## src/rtl/sd_drive_arbiter.sv

```systemverilog
// sd_drive_arbiter: shares the single hps_io SD sector interface between
// floppy drives A: (d0) and B: (d1). It grants one sector transaction at a
// time in round-robin order, latches LBA and operation, steers buffer strobes
// and write data, and pulses a per-drive completion.
// Optional watchdog abort: define SD_ARB_TIMEOUT_EN.
module sd_drive_arbiter #(
    parameter int unsigned TIMEOUT_CYCLES = 64000000,
    parameter int unsigned TW             = 26
) (
    input  logic        clk_sys,
    input  logic        reset,

    input  logic [31:0] d0_lba,
    input  logic        d0_rd,
    input  logic        d0_wr,
    input  logic [7:0]  d0_buff_din,
    output logic        d0_buff_wr,
    output logic        d0_busy,
    output logic        d0_done,
    output logic        d0_err,

    input  logic [31:0] d1_lba,
    input  logic        d1_rd,
    input  logic        d1_wr,
    input  logic [7:0]  d1_buff_din,
    output logic        d1_buff_wr,
    output logic        d1_busy,
    output logic        d1_done,
    output logic        d1_err,

    output logic [31:0] sd_lba,
    output logic [1:0]  sd_rd,
    output logic [1:0]  sd_wr,
    input  logic        sd_ack,
    input  logic        sd_buff_wr,
    output logic [7:0]  sd_buff_din
);

    typedef enum logic [1:0] {
        S_IDLE,
        S_ISSUE,
        S_XFER,
        S_DONE
    } state_t;

    // The watchdog counter must be able to reach TIMEOUT_CYCLES-1.
    if (64'(TIMEOUT_CYCLES) >= (64'd1 << TW)) begin : g_bad_tw
        $error("sd_drive_arbiter: TW too small for TIMEOUT_CYCLES");
    end

    state_t      state_q, state_d;
    logic        grant_q, grant_d;
    logic        last_grant_q, last_grant_d;
    logic [31:0] sd_lba_q, sd_lba_d;
    logic [1:0]  sd_rd_q, sd_rd_d;
    logic [1:0]  sd_wr_q, sd_wr_d;
    logic [1:0]  busy_q, busy_d;
    logic [1:0]  done_q, done_d;

    logic        req0, req1;
    logic        g;
    logic        op_rd;
    logic        timeout_hit;
    logic        can_grant;

`ifdef SD_ARB_TIMEOUT_EN
    logic [TW-1:0] cnt_q, cnt_d;
    logic [1:0]    err_q, err_d;

    assign timeout_hit = (state_q == S_ISSUE || state_q == S_XFER)
                         && (cnt_q == TW'(TIMEOUT_CYCLES - 1));
    // A late ack from an aborted transfer must drain before the next grant.
    assign can_grant   = ~sd_ack;
    assign d0_err      = err_q[0];
    assign d1_err      = err_q[1];
`else
    assign timeout_hit = 1'b0;
    assign can_grant   = 1'b1;
    assign d0_err      = 1'b0;
    assign d1_err      = 1'b0;
`endif

    assign req0 = d0_rd | d0_wr;
    assign req1 = d1_rd | d1_wr;

    // Next-state logic: arbitration in IDLE, handshake with hps_io afterwards.
    always_comb begin
        state_d      = state_q;
        grant_d      = grant_q;
        last_grant_d = last_grant_q;
        sd_lba_d     = sd_lba_q;
        sd_rd_d      = sd_rd_q;
        sd_wr_d      = sd_wr_q;
        busy_d       = busy_q;
        done_d       = '0;
        g            = 1'b0;
        op_rd        = 1'b0;
`ifdef SD_ARB_TIMEOUT_EN
        cnt_d        = cnt_q;
        err_d        = '0;
        if (state_q == S_ISSUE || state_q == S_XFER) begin
            cnt_d = cnt_q + 1'b1;
        end
`endif
        case (state_q)
            S_IDLE: begin
                if ((req0 || req1) && can_grant) begin
                    g            = (req0 && req1) ? ~last_grant_q : req1;
                    op_rd        = g ? d1_rd : d0_rd;
                    grant_d      = g;
                    last_grant_d = g;
                    sd_lba_d     = g ? d1_lba : d0_lba;
                    sd_rd_d      = '0;
                    sd_wr_d      = '0;
                    sd_rd_d[g]   = op_rd;
                    sd_wr_d[g]   = ~op_rd;
                    busy_d       = '0;
                    busy_d[g]    = 1'b1;
`ifdef SD_ARB_TIMEOUT_EN
                    cnt_d        = '0;
`endif
                    state_d      = S_ISSUE;
                end
            end
            S_ISSUE, S_XFER: begin
                if (timeout_hit) begin
                    sd_rd_d          = '0;
                    sd_wr_d          = '0;
                    busy_d           = '0;
                    done_d[grant_q]  = 1'b1;
`ifdef SD_ARB_TIMEOUT_EN
                    err_d[grant_q]   = 1'b1;
`endif
                    state_d          = S_DONE;
                end else if (state_q == S_ISSUE) begin
                    if (sd_ack) begin
                        sd_rd_d = '0;
                        sd_wr_d = '0;
                        state_d = S_XFER;
                    end
                end else if (!sd_ack) begin
                    busy_d          = '0;
                    done_d[grant_q] = 1'b1;
                    state_d         = S_DONE;
                end
            end
            S_DONE: begin
                state_d = S_IDLE;
            end
            default: begin
                state_d = S_IDLE;
            end
        endcase
    end

    // State and registered outputs; last_grant resets to B so A wins the first tie.
    always_ff @(posedge clk_sys) begin
        if (reset) begin
            state_q      <= S_IDLE;
            grant_q      <= 1'b0;
            last_grant_q <= 1'b1;
            sd_lba_q     <= '0;
            sd_rd_q      <= '0;
            sd_wr_q      <= '0;
            busy_q       <= '0;
            done_q       <= '0;
`ifdef SD_ARB_TIMEOUT_EN
            cnt_q        <= '0;
            err_q        <= '0;
`endif
        end else begin
            state_q      <= state_d;
            grant_q      <= grant_d;
            last_grant_q <= last_grant_d;
            sd_lba_q     <= sd_lba_d;
            sd_rd_q      <= sd_rd_d;
            sd_wr_q      <= sd_wr_d;
            busy_q       <= busy_d;
            done_q       <= done_d;
`ifdef SD_ARB_TIMEOUT_EN
            cnt_q        <= cnt_d;
            err_q        <= err_d;
`endif
        end
    end

    assign sd_lba  = sd_lba_q;
    assign sd_rd   = sd_rd_q;
    assign sd_wr   = sd_wr_q;
    assign d0_busy = busy_q[0];
    assign d1_busy = busy_q[1];
    assign d0_done = done_q[0];
    assign d1_done = done_q[1];

    // Buffer steering toward the granted drive only; IDLE defaults to drive A data.
    always_comb begin
        d0_buff_wr  = 1'b0;
        d1_buff_wr  = 1'b0;
        sd_buff_din = d0_buff_din;
        if (state_q == S_ISSUE || state_q == S_XFER) begin
            d0_buff_wr = sd_buff_wr & ~grant_q;
            d1_buff_wr = sd_buff_wr &  grant_q;
        end
        if (state_q != S_IDLE && grant_q) begin
            sd_buff_din = d1_buff_din;
        end
    end

endmodule

```

## config.mk

```make
export PLATFORM = sky130hd
export DESIGN_NAME = sd_drive_arbiter
export DESIGN_NICKNAME = d
export VERILOG_FILES = /design/src/rtl/sd_drive_arbiter.sv
export SDC_FILE = /design/constraint.sdc
export NUM_CORES = 1
export LEC_CHECK = 0
export BUFFER_PORTS_ARGS = -buffer_cell sky130_fd_sc_hd__buf_2
export CAP_MARGIN = 20
export CORE_ASPECT_RATIO = 0.5
export CORE_MARGIN = 1.5
export CORE_UTILIZATION = 45
export DETAILED_ROUTE_END_ITERATION = 8
export PLACE_DENSITY = 0.81
export SLEW_MARGIN = 30
export SYNTH_ARGS = -nofsm -noshare
export SYNTH_HDL_FRONTEND = slang
export SYNTH_SLANG_ARGS = --single-unit
export TNS_END_PERCENT = 5
```

## constraint.sdc

```tcl
create_clock -name clk_sys -period 2.5 [get_ports clk_sys]
set_input_delay 0.125 -clock clk_sys [delete_from_list [all_inputs] [get_ports clk_sys]]
set_output_delay 0.125 -clock clk_sys [all_outputs]
set_load 0.02 [all_outputs]
```

==> metrics.md, run 1 <==
| Metric | Value |
|---|---|
| Status | finished clean |
| Clock Sinks | 44 |
| Cell Rows | 19 |
| Final net count | 488 |
| GPL Wtd Cong | 0.778 |
| Post-Synth Simple-Gate Area | 17.9% |
| Fin util | 61.0% |
| Xor/xnor cell area share of the yosys netlist | 0% |
| Fmax | 455 MHz |
| Syn Area/Cell | 9.20 um^2 |
| CTS tree | built |
| Crit-path max FO | 12 |
| Crit share post-route | 87.9% |
| Dpl hpwl | 4770 um |
| Antenna-violating nets left | 0 |
| CTS buffer count | 5 |
| Fillers | 494 |
| Cts hold-fix bufs | 0 |
| Area delta synth->final | 31.3% |
| Adder-Cell Fraction of Synth Area | 1.98% |
| Initial antenna violation count | 0 |
| Routed length per placed instance | 14.2 um |
| RSZ-0062 raised after global routing | false |
| CP arrival | 2070 ps |
| VDD IR-drop max | 631 uV |
| First-pass GRT wire length | 10800 um |
| Final Hold Fails | 0 |
| Dpl ws | 617 ps |
| Ys flop type | dfxtp_1 |
| Die H | 56.0 um |
| Total track usage | 22.0% |
| Total gr overflow | 0 |
| DR vias | 2602 |
| DRT iter0 DRCs | 78 |
| Max-cap viol count | 0 |
| Drt drc | 0 |
| DR pass1 iterations | 4 |
| Hold Crit Class | in -> reg |
| Skew final | 7.99 ps |
| Postcts setup bufs | 0 |
| Async S/R FF share, synth | 0% |
| Layout cells sized above 1 | 49.6% |
| Setup WS post-layout | 302 ps |
| DIE AREA | 0.00611 mm^2 |
| Core area | 0.00544 mm^2 |
| Worst-path clk slew | 80 ps |
| Critical Path Sink Type | output port |
| H-tree levels | 2 |
| Inserted Diodes | 0 |
| Largest family of logic cells by synthesized area | compound AO/OA/AOI/OAI gates |
| Number of port buffers | 137 |
| Via density | 5.54 |
| Actual slew at the worst max-slew pin | 836 ps |
| Clk Latency, worst-skew pair | 300 ps |
| Clock root cell | clkbuf_8 |
| Setup CP Type | reg -> out |
| Slew HR | 44.2% |
| Mux cell area share after synthesis | 5.14% |
| Setup crit start kind | register |
| Final wirelength | 6660 um |
| Setup TNS | 0 ps |
| EDFF count, synth | 0 |
| Die width | 109 um |
| Compound-Gate Fraction of Synth Area | 31.7% |
| Post-CTS Resized | 0 |
| Setup Viol. Count Final | 0 |
| Initial core utilization | 46.5% |
| Post-Synthesis Cell Area | 0.00253 mm^2 |
| WP data required | 2380 ps |
| Minimum clock period | 2200 ps |
| FF+latch count, synth | 44 |
| Slew Limit Fails | 0 |
| # IOs | 140 |
| Instance count of the mapped netlist | 275 |
| Pin count of the biggest net entering global routing | 35 |
| Register area share after synthesis | 34.8% |
| Pwr/cell area | 1160 mW/mm^2 |
| Vias in the first global route | 2372 |
| Max clock buf depth | 2 |
| Netlist cell types | 39 |
| Setup slack, reg-to-reg | 620 ps |
| Yosys warns | 0 |
| Leakage power | 1.46 nW |
logic make-up after synthesis:
family / after synthesis
other: 1
AND/OR/NAND/NOR: 93
buffers and inverters: 37
AO/OA/AOI/OAI: 84
multiplexers: 12
flip-flops: 44
adder cells (fa/ha/maj): 4
final timing paths:
path,cells after the start,endpoint,start
max,5,sd_buff_din[4],state_q[1]
min,2,done_q[0],sd_ack
max reg2reg,6,sd_lba[0],state_q[1]
min reg2reg,2,sd_rd[1],sd_rd[1]
final cells by class:
type | instances | area (um^2) | share of cell area, %
Clock inverter | 2 | 35.0 | 1.05
Multi-Input combinational cell | 195 | 1440 | 43.5
Inverter | 6 | 22.5 | 0.678
Sequential cell | 44 | 881 | 26.5
Clock buffer | 6 | 72.6 | 2.18
Tap cell | 73 | 91.3 | 2.75
Timing Repair Buffer | 144 | 776 | 23.4
state kept, by name, summed over array words and instances (netlist names):
signal        count
done_q            2
last_grant_q      1
busy_q            2
sd_wr             2
grant_q           1
state_q           2
sd_rd             2
sd_lba           32
per-layer routing:
| layer | wire (um) | vias to the layer above | GRT usage [%] | share of wire [%] |
|---|---|---|---|---|
| li1 | - | 1260 | - | - |
| met1 | 2790 | 1256 | 26.3 | 42 |
| met2 | 3460 | 74 | 40.5 | 52 |
| met3 | 287 | 12 | 3.51 | 4.3 |
| met4 | 115 | 0 | 6.39 | 1.7 |
| met5 | 0 | - | 0 | 0 |
worst max-delay path, stage by stage, from the launching register on:
cell,delay (ps)
dfxtp_1,320
inv_1,110
ha_1,410
nand2b_1,390
mux2_2,390
buf_2,160
power by group:
part | switching [mW] | leakage, nW | total, mW | internal [mW]
Clock | 0.258 | 0.0552 | 0.555 | 0.297
Combinational | 1.37 | 1.04 | 2.20 | 0.822
Sequential | 0.133 | 0.364 | 1.10 | 0.971
Total | 1.76 | 1.46 | 3.85 | 2.09
cells in the mapped netlist (2+ instances only):
cell type  instances  area share (%)
clkbuf_1          10             1.5
a211oi_1           2            0.59
mux2i_1            4             1.6
dfxtp_1           44              35
inv_1              6            0.89
nand2b_1           8             2.0
o21ai_0           33             6.5
mux2_2             8             3.6
buf_2             12             2.4
nand3_1           36             7.1
buf_6              6             2.7
o32ai_1            2            0.69
a21oi_1            3            0.59
ha_1               4             2.0
buf_4              3            0.89
a311oi_2          32              19
nor2_1            37             5.5
nor4_1             2            0.49
nand2_1            3            0.45
through the flow:
step           std cells  cell area, um^2  total power [mW]  hold slack [ps]
3_5_place_dp         462             3210              3.33              358
5_1_grt              470             3320              4.13             65.1
2_1_floorplan        276             2530              2.88              202
3_3_place_gp         462             3210              3.27              358
4_1_cts              470             3320              3.87             42.5
6_report             470             3320              3.85             52.3
cells in the final DEF, fill, tap and decap left out, types with 3 or more instances in the layout:
cell type / count
dfxtp_1: 44
buf_4: 4
mux2i_1: 4
clkbuf_8: 5
a311oi_2: 32
mux2_2: 8
nor2_1: 37
a21oi_1: 3
inv_1: 6
o21ai_0: 33
buf_2: 137
buf_12: 3
nand2_1: 3
nand2b_1: 8
ha_1: 4
nand3_1: 36
Note: power is estimated with default switching activity, not from simulation.
==> run 2: changes to the inputs <==
- PLACE_DENSITY: 0.81 -> 0.9
==> metrics.md, run 2 (same netlist as run 1, synthesis figures left out) <==
| Metric | Value |
|---|---|
| Post-CTS Resized | 0 |
| Placement Cell Area | 0.00319 mm^2 |
| Cell Rows | 19 |
| Dpl hpwl | 5030 um |
| Actual slew at the worst max-slew pin | 928 ps |
| Hold Path Sink | done_q[1] |
| Most frequent cells in the layout | buf_2 (137), dfxtp_1 (44), nor2_1 (37) |
| Clock power frac | 12.3% |
| Total track usage | 22.8% |
| # IOs | 140 |
| GPL Wtd Cong | 0.822 |
| CTS tree | built |
| Area delta synth->final | 29.8% |
| Setup CP Type | reg -> out |
| Postcts setup bufs | 0 |
| Minimum clock period | 2200 ps |
| Die width | 109 um |
| Cts hold-fix bufs | 0 |
| Critical Path Sink Type | output port |
| Clock Sinks | 44 |
| DR pass1 iterations | 4 |
| Commonest non-fill, non-tap cell in the layout | buf_2 |
| Sequential share of power | 29.0% |
| Finished Layout Cells | 470 |
| DRT iter0 DRCs | 142 |
| Drt drc | 0 |
| Pwr/cell area | 1170 mW/mm^2 |
| Inserted Diodes | 0 |
| Hold Startpoint | sd_ack |
| Hold path cells | 2 |
| Final Hold Fails | 0 |
| R2r endpoint | sd_lba[9] |
| Comb pwr share | 58.6% |
| Layout cells sized above 1 | 49.6% |
| Vias in the first global route | 2564 |
| Max clock buf depth | 2 |
| Slew Limit Fails | 0 |
| Final wirelength | 6890 um |
| Leakage power | 1.44 nW |
| Routed length per placed instance | 14.7 um |
| Pin count of the biggest net entering global routing | 37 |
| Finished Cell Area | 0.00328 mm^2 |
| Crit share post-route | 88.1% |
| VDD IR-drop max | 612 uV |
| Number of port buffers | 137 |
| Total gr overflow | 0 |
| Status | finished clean |
| Max FFs per register | 32 |
| H-tree levels | 2 |
| Final net count | 488 |
| FF-to-FF Start | state_q[1] |
| Worst reg2reg path depth | 6 |
| Antenna-violating nets left | 0 |
| Max-cap viol count | 0 |
| Hold Crit Class | in -> reg |
| Worst Setup SP | state_q[1] |
| RSZ-0062 raised after global routing | false |
| Initial antenna violation count | 0 |
| DR vias | 2614 |
| Via density | 5.56 |
| CP arrival | 2080 ps |
| Setup crit start kind | register |
| Skew final | 11.8 ps |
| WP data required | 2380 ps |
| Worst-path clk slew | 70 ps |
| Die H | 56.0 um |
| Setup slack, reg-to-reg | 490 ps |
| Core area | 0.00544 mm^2 |
| Sw Ratio | 46.7% |
| Placed insts | 462 |
| Psw | 1.79 mW |
| CTS buffer count | 5 |
| Clock root cell | clkbuf_8 |
| Fmax | 454 MHz |
| DIE AREA | 0.00611 mm^2 |
| Pint | 2.04 mW |
| Crit-path max FO | 12 |
| Setup Viol. Count Final | 0 |
| Setup TNS | 0 ps |
| First-pass GRT wire length | 11100 um |
| Clk Latency, worst-skew pair | 300 ps |
| Initial core utilization | 46.5% |
| Slew HR | 38.1% |
run 2: cell types whose count changed in the layout (fill, tap and decap cells not counted):
cell and change:
bufinv_16 -1, clkbuf_8 +1, buf_12 -2, clkinvlp_4 +1
buf_4 +2, clkinv_2 -1
run 2: worst max-delay path by stage:
stage | endpoint | depth (start not counted) | slack (ps)
4_1_cts | sd_buff_din[4] | 5 | 280
3_5_place_dp | sd_lba[25] | 6 | 510
2_1_floorplan | busy_q[0] | 5 | 840
5_1_grt | sd_buff_din[4] | 5 | 150
3_3_place_gp | sd_lba[21] | 6 | 600
6_report | sd_buff_din[4] | 5 | 300
run 2: cell type report:
type / count / area, um^2
Clock buffer: 7 / 86.3
Sequential cell: 44 / 881
Fill cell: 475 / 2160
Multi-Input combinational cell: 195 / 1440
Timing Repair Buffer: 144 / 751
Clock inverter: 1 / 7.51
Inverter: 6 / 22.5
Tap cell: 73 / 91.3
run 2: metrics by stage:
| step | hold slack, ps | total power, mW | utilization, % | setup slack (ps) |
|---|---|---|---|---|
| final | 66.1 | 3.83 | 60.3 | 297 |
| after global routing | 69.0 | 4.08 | 60.3 | 145 |
| after CTS | 53.0 | 3.82 | 60.3 | 284 |
| after detailed placement | 365 | 3.35 | 58.6 | 512 |
| after global placement | 364 | 3.29 | 58.6 | 597 |
| after floorplan | 202 | 2.88 | - | 837 |
run 2: per-layer routing:
layer / global-route usage [%] / share of wire [%]
met3: 2.58 / 4.8
met2: 40.4 / 52
met1: 27.0 / 40
met5: 0 / 0
met4: 12.4 / 3.6
run 2: worst max-delay path: stages (launching register included):
cell	delay, ps
dfxtp_1	320
inv_1	110
ha_1	410
nand2b_1	390
mux2_2	390
buf_2	160
run 2: power by group through the flow:
| stage | Sequential [mW] | Combinational [mW] | Clock [mW] |
|---|---|---|---|
| 2_1_floorplan | 1.40 | 1.47 | 0 |
| 3_3_place_gp | 1.12 | 2.17 | 0 |
| 3_5_place_dp | 1.13 | 2.22 | 0 |
| 4_1_cts | 1.11 | 2.23 | 0.475 |
| 5_1_grt | 1.14 | 2.43 | 0.510 |
| 6_report | 1.11 | 2.24 | 0.473 |
